File: config.mk
export PLATFORM = sky130hd
export DESIGN_NAME = rx_seq_ctrl
export DESIGN_NICKNAME = d
export VERILOG_FILES = /design/src/rtl/rx_seq_ctrl.sv
export SDC_FILE = /design/constraint.sdc
export NUM_CORES = 1
export LEC_CHECK = 0
export CAP_MARGIN = 20
export CORE_ASPECT_RATIO = 1.4
export CORE_UTILIZATION = 50
export DETAILED_ROUTE_END_ITERATION = 8
export GPL_TIMING_DRIVEN = 0
export PLACE_DENSITY_LB_ADDON = 0.05
export SLEW_MARGIN = 20
export SYNTH_ARGS = -nofsm -noshare
export SYNTH_HDL_FRONTEND = slang
export SYNTH_SLANG_ARGS = --single-unit
File: constraint.sdc
create_clock -name CLK -period 4.4 [get_ports CLK]
set_clock_uncertainty 0.2 [all_clocks]
set_input_delay 0.44 -clock CLK [delete_from_list [all_inputs] [get_ports CLK]]
set_output_delay 0.44 -clock CLK [all_outputs]
set_load 0.01 [all_outputs]
File: src/rtl/rx_seq_ctrl.sv
// OFDM receive frame sequencer: sample-strobe divider plus SEARCH/WAIT_LTS/DATA_CP/DATA_FFT/DONE control.
// Optional LTS timeout is compiled in with `define RX_SEQ_TIMEOUT_EN.
module rx_seq_ctrl #(
  parameter int DIV_RATIO   = 30,
  parameter int SYM_LEN     = 80,
  parameter int CP_LEN      = 16,
  parameter int LTS_TIMEOUT = 320,
  parameter int NSYM_W      = 8
) (
  input  logic              CLK,
  input  logic              s_RST_n,
  input  logic              enable,
  input  logic              abort,
  input  logic              sts_detect,
  input  logic              lts_detect,
  input  logic [NSYM_W-1:0] n_sym,
  output logic              sample_strobe,
  output logic              sync_clr,
  output logic              fft_win,
  output logic              fft_start,
  output logic [NSYM_W-1:0] sym_cnt,
  output logic              frame_done,
  output logic              timeout,
  output logic [2:0]        state
);
  typedef enum logic [2:0] {
    IDLE     = 3'd0,
    SEARCH   = 3'd1,
    WAIT_LTS = 3'd2,
    DATA_CP  = 3'd3,
    DATA_FFT = 3'd4,
    DONE     = 3'd5
  } state_t;

  localparam int DIV_W  = (DIV_RATIO > 1) ? $clog2(DIV_RATIO) : 1;
  localparam int SAMP_W = $clog2(SYM_LEN);
  localparam logic [DIV_W-1:0]  DIV_LAST = DIV_W'(DIV_RATIO - 1);
  localparam logic [SAMP_W-1:0] CP_LAST  = SAMP_W'(CP_LEN - 1);
  localparam logic [SAMP_W-1:0] FFT_LAST = SAMP_W'(SYM_LEN - CP_LEN - 1);
  localparam logic [NSYM_W-1:0] SYM_MAX  = '1;

  state_t              cur, nx_state;
  logic [DIV_W-1:0]    div_cnt;
  logic                div_wrap;
  logic [SAMP_W-1:0]   samp_cnt, nx_samp;
  logic [NSYM_W-1:0]   nx_sym;
  logic [NSYM_W-1:0]   n_sym_q, nx_nsym;
  logic                nx_sync_clr;
  logic                to_hit;

  assign state    = cur;
  assign div_wrap = (div_cnt == DIV_LAST);

  // Disable acts exactly like reset on every register.
  always_ff @(posedge CLK) begin
    if (!s_RST_n || !enable) begin
      div_cnt       <= '0;
      sample_strobe <= 1'b0;
    end else begin
      div_cnt       <= div_wrap ? '0 : div_cnt + 1'b1;
      sample_strobe <= div_wrap;
    end
  end

`ifdef RX_SEQ_TIMEOUT_EN
  localparam int TO_W = $clog2(LTS_TIMEOUT + 1);
  localparam logic [TO_W-1:0] TO_LAST = TO_W'(LTS_TIMEOUT - 1);
  logic [TO_W-1:0] to_cnt;

  assign to_hit = (cur == WAIT_LTS) && sample_strobe && (to_cnt == TO_LAST);

  always_ff @(posedge CLK) begin
    if (!s_RST_n || !enable) begin
      to_cnt  <= '0;
      timeout <= 1'b0;
    end else begin
      timeout <= to_hit && !abort && !lts_detect;
      if (cur == SEARCH || (cur == WAIT_LTS && sts_detect))
        to_cnt <= '0;
      else if (cur == WAIT_LTS && sample_strobe)
        to_cnt <= to_cnt + 1'b1;
    end
  end
`else
  assign to_hit  = 1'b0;
  assign timeout = 1'b0;
`endif

  always_comb begin
    nx_state    = cur;
    nx_samp     = samp_cnt;
    nx_sym      = sym_cnt;
    nx_nsym     = n_sym_q;
    nx_sync_clr = 1'b0;
    if (abort && cur != IDLE) begin
      nx_state    = SEARCH;
      nx_sync_clr = 1'b1;
    end else begin
      case (cur)
        IDLE: begin
          nx_state    = SEARCH;
          nx_sync_clr = 1'b1;
        end
        SEARCH: begin
          if (sts_detect) begin
            nx_state = WAIT_LTS;
            nx_samp  = '0;
          end
        end
        WAIT_LTS: begin
          if (lts_detect) begin
            nx_samp  = '0;
            nx_sym   = '0;
            nx_nsym  = n_sym;
            nx_state = (n_sym == '0) ? DONE : DATA_CP;
          end else if (to_hit) begin
            nx_state    = SEARCH;
            nx_sync_clr = 1'b1;
          end
        end
        DATA_CP: begin
          if (sample_strobe) begin
            if (samp_cnt == CP_LAST) begin
              nx_samp  = '0;
              nx_state = DATA_FFT;
            end else begin
              nx_samp = samp_cnt + 1'b1;
            end
          end
        end
        DATA_FFT: begin
          if (sample_strobe) begin
            if (samp_cnt == FFT_LAST) begin
              nx_samp = '0;
              if (sym_cnt == n_sym_q - 1'b1) begin
                nx_state = DONE;
              end else begin
                nx_state = DATA_CP;
                if (sym_cnt != SYM_MAX) nx_sym = sym_cnt + 1'b1;
              end
            end else begin
              nx_samp = samp_cnt + 1'b1;
            end
          end
        end
        DONE: begin
          nx_state    = SEARCH;
          nx_sync_clr = 1'b1;
        end
        default: nx_state = IDLE;
      endcase
    end
  end

  // fft_start is timed to land in the same cycle as the first FFT-sample strobe.
  always_ff @(posedge CLK) begin
    if (!s_RST_n || !enable) begin
      cur        <= IDLE;
      samp_cnt   <= '0;
      sym_cnt    <= '0;
      n_sym_q    <= '0;
      sync_clr   <= 1'b0;
      fft_win    <= 1'b0;
      fft_start  <= 1'b0;
      frame_done <= 1'b0;
    end else begin
      cur        <= nx_state;
      samp_cnt   <= nx_samp;
      sym_cnt    <= nx_sym;
      n_sym_q    <= nx_nsym;
      sync_clr   <= nx_sync_clr;
      fft_win    <= (nx_state == DATA_FFT);
      fft_start  <= div_wrap && (nx_state == DATA_FFT) && (nx_samp == '0);
      frame_done <= (nx_state == DONE);
    end
  end
endmodule

==> results by group <==
Logic synthesis
  • Synth cell types: 58
  • Main synth FF type: dfxtp_1
  • Asr flop ratio synth: 0
  • EDFF count, synth: 0
  • Post-synth net total: 298
  • Mean Syn Cell Area: 7.897 sq um
  • Synthesis warning total: 0
  • Synthesized area: roughly 2200 sq um
  • Yosys top cell by area: dfxtp_1
  • Syn Inst Count: roughly 280
  • Seq cells post-synth: 36
  • Synth top area cells: dfxtp_1 33%, nor2_1 6.6%, a21oi_1 4.3%
  • Yosys top cell area share: 0.3271
  • Sequential area share after synthesis: 0.3271

Die
  • Die H: 80.55 microns
  • Core area: around 4200 sq um
  • Starting Density: 0.5198
  • Die width: roughly 58 microns
  • IO Pins: 31
  • Site row count: 28
  • Die ar.: approximately 4700 sq um

Cells and area
  • Filler cell count in the final layout: 404
  • # diodes: 0
  • Cell area after layout: about 2700 sq um
  • Final-stage net count: between 300 and 400
  • Most frequent cells in the layout: 39 x nor2_1, 36 x dfxtp_1, 29 x clkdlybuf4s50_1
  • Commonest non-fill, non-tap cell in the layout: nor2_1
  • Layout cells sized above 1: 0.07911
  • Area grow syn2layout: 21.64%

Run status
  • Status: complete, no violations

Placed design
  • Dpl hpwl: roughly 4 mm
  • Placer Congestion: 0.8912
  • DP Area: 2569 sq um
  • PortBufs: 29

STA
  • Final hold vios: 0
  • Max Clk Rate: approximately 360 MHz
  • Worst-margin pin slew: 0.6374 ns
  • RSZ-0062 raised after global routing: false
  • TNS Setup: 0 ns
  • Final slew viol count: 0
  • Max-slew headroom: 0.5751
  • Number of setup violations in the final report: 0
  • Tmin final: between 2 and 3 ns
  • Crit share post-route: 0.6267

Hold path
  • Min-delay src: div_cnt[0]
  • Min-delay worst type: flop to flop

Power and ir drop
  • Seq pwr share: 0.499
  • Total internal power: about 0.00052 W
  • Pleak: roughly 1.0 nW
  • Cell Pwr Density: 246.9 nW/um^2
  • Comb power frac: 0.069
  • Psw: 0.0001438 W
  • Clock share of power: 0.432
  • Switching Share: 0.2174
  • Maximum vdd drop: approximately 0.27 mV

GRT
  • Largest net degree at the start of global routing: 13
  • Initial antenna violation count: 0
  • First-pass GRT wire length: approximately 8.7 mm
  • Vias in the first global route: 1961
  • GRT Residual Overflow: 0
  • Gr usage total: 0.2388

Setup path
  • Critical Path AT: 2.79 ns
  • Critical-path top delay cell: clkdlybuf4s50_1
  • Crit-path max FO: 3
  • Worst setup EP type: flop
  • Buf/Inv on CP: 1
  • Critical-path cell list: clkdlybuf4s50_1, nor4_1, nand4b_1, a31oi_1, o21ai_0, nor3_1, nor4bb_1, and4_1
  • Largest stage delay on the critical path: between 0.4 and 0.5 ns
  • R2r startpoint: n_sym_q[0]
  • Top delay family on crit path: simple AND/OR/NAND/NOR gates
  • Crit. Startpoint: n_sym[1]
  • CP Data Required Time: about 4.4 ns
  • CP Launch Type: primary input
  • Class of the most critical setup path: primary input to flop

Route
  • Starting DRT DRC Count: 127
  • Post-DR vias/cell: between 5 and 6
  • DRC viols: 0
  • DRT Pass-1 Iters: 4
  • Routed Antenna Nets: 0
  • Vias after detailed routing: around 2200
  • WL final: between 5 and 6 mm
  • Wire length per cell: about 14 microns

Clock tree
  • Number of buffers created by CTS: 5
  • CTS tree: built
  • CTS root buf: clkbuf_8
  • Post-CTS setup buffer count: 0
  • Post-cts resize count: 0
  • CTS Sinks: 36
  • CTS Hold Bufs: 0
  • Clk buf depth: 2
  • Clk_lat worst skew: 0.29 ns
  • Clock transition at path regs: roughly 0.070 ns
  • H-tree depth: 2

Flow run
  • Max cap viols: 0
-- synthesized netlist by cell type (2+ instances only) --
master,n
o31ai_1,4
o21ai_0,18
xnor2_1,6
buf_4,4
dfxtp_1,36
and4_1,2
a31oi_1,2
a211oi_1,3
nor2_1,39
inv_1,8
or4_1,2
o22ai_1,3
nor2b_1,2
and2_1,3
and3_1,3
nand3_1,9
or2_1,4
a21oi_1,19
mux2i_1,8
o211ai_1,5
nand4_1,10
nor4_1,4
nor3_1,6
xor2_1,7
ha_1,5
nand3b_1,3
or3_1,5
o21bai_1,2
o21a_1,2
buf_2,3
nand2_1,17
clkbuf_1,9
-- logic make-up after synthesis --
| logic type | Yosys count | share of synthesized area |
|---|---|---|
| XOR/XNOR | 13 | 0.05168 |
| multiplexers | 8 | 0.03634 |
| AO/OA/AOI/OAI | 68 | 0.1931 |
| AND/OR/NAND/NOR | 122 | 0.3055 |
| buffers and inverters | 26 | 0.05621 |
| other | 1 | 0.001702 |
| adder cells (fa/ha/maj) | 5 | 0.02839 |
| flip-flops | 36 | 0.3271 |
-- worst paths after layout --
kind	end	slack (ns)	cells after the start
min	div_cnt[0]	0.27	1
max	fft_start	1.64	8
min reg2reg	div_cnt[0]	0.27	1
max reg2reg	frame_done	1.77	10
-- layer usage --
metal,vias up,share of wire,track usage
met2,59,0.52,0.4161
li1,1077,-,-
met3,14,0.039,0.03865
met4,0,0.026,0.1310
met1,1000,0.41,0.2722
met5,-,0,0
-- area by class of cell --
type	instances	area (sq um)	area share
inverters	8	30.03	0.01120
repair buffers	29	290.3	0.1083
plain buffers	18	93.84	0.03501
well taps	60	75.07	0.02801
flip-flops and latches	36	720.7	0.2689
clock buffers	5	68.82	0.02568
multi-input cells	217	1359	0.5070
clock inverters	3	42.54	0.01587
-- power groups by stage --
| stage | clock [W] | combinational (W) | sequential (W) |
|---|---|---|---|
| 2_1_floorplan | 0 | 0.0000217 | 0.000338 |
| 3_3_place_gp | 0 | 0.0000451 | 0.000338 |
| 3_5_place_dp | 0 | 0.0000453 | 0.000338 |
| 4_1_cts | 0.000294 | 0.0000455 | 0.000330 |
| 5_1_grt | 0.000309 | 0.0000494 | 0.000330 |
| 6_report | 0.000286 | 0.0000454 | 0.000330 |
-- per-stage QoR --
step | power (W) | cells | hold slack (ns) | util | setup WS, ns
3_5_place_dp | 0.0003829 | 368 | 0.2639 | 0.6060 | 1.404
6_report | 0.0006616 | 376 | 0.2683 | 0.6322 | 1.642
3_3_place_gp | 0.0003827 | 368 | 0.2543 | 0.6060 | 1.393
2_1_floorplan | 0.0003598 | 279 | 0.2337 | - | 2.101
5_1_grt | 0.0006892 | 376 | 0.3099 | 0.6322 | 1.526
4_1_cts | 0.0006690 | 376 | 0.2801 | 0.6322 | 1.681
-- registers in the layout (all words and copies together), names as in the netlist --
register and count:
sync_clr 1, fft_start 1, frame_done 1, div_cnt 5, sample_strobe 1, sym_cnt 8
samp_cnt 7, state 3, n_sym_q 8, fft_win 1
No activity file was read; power rests on OpenSTA's default activity.
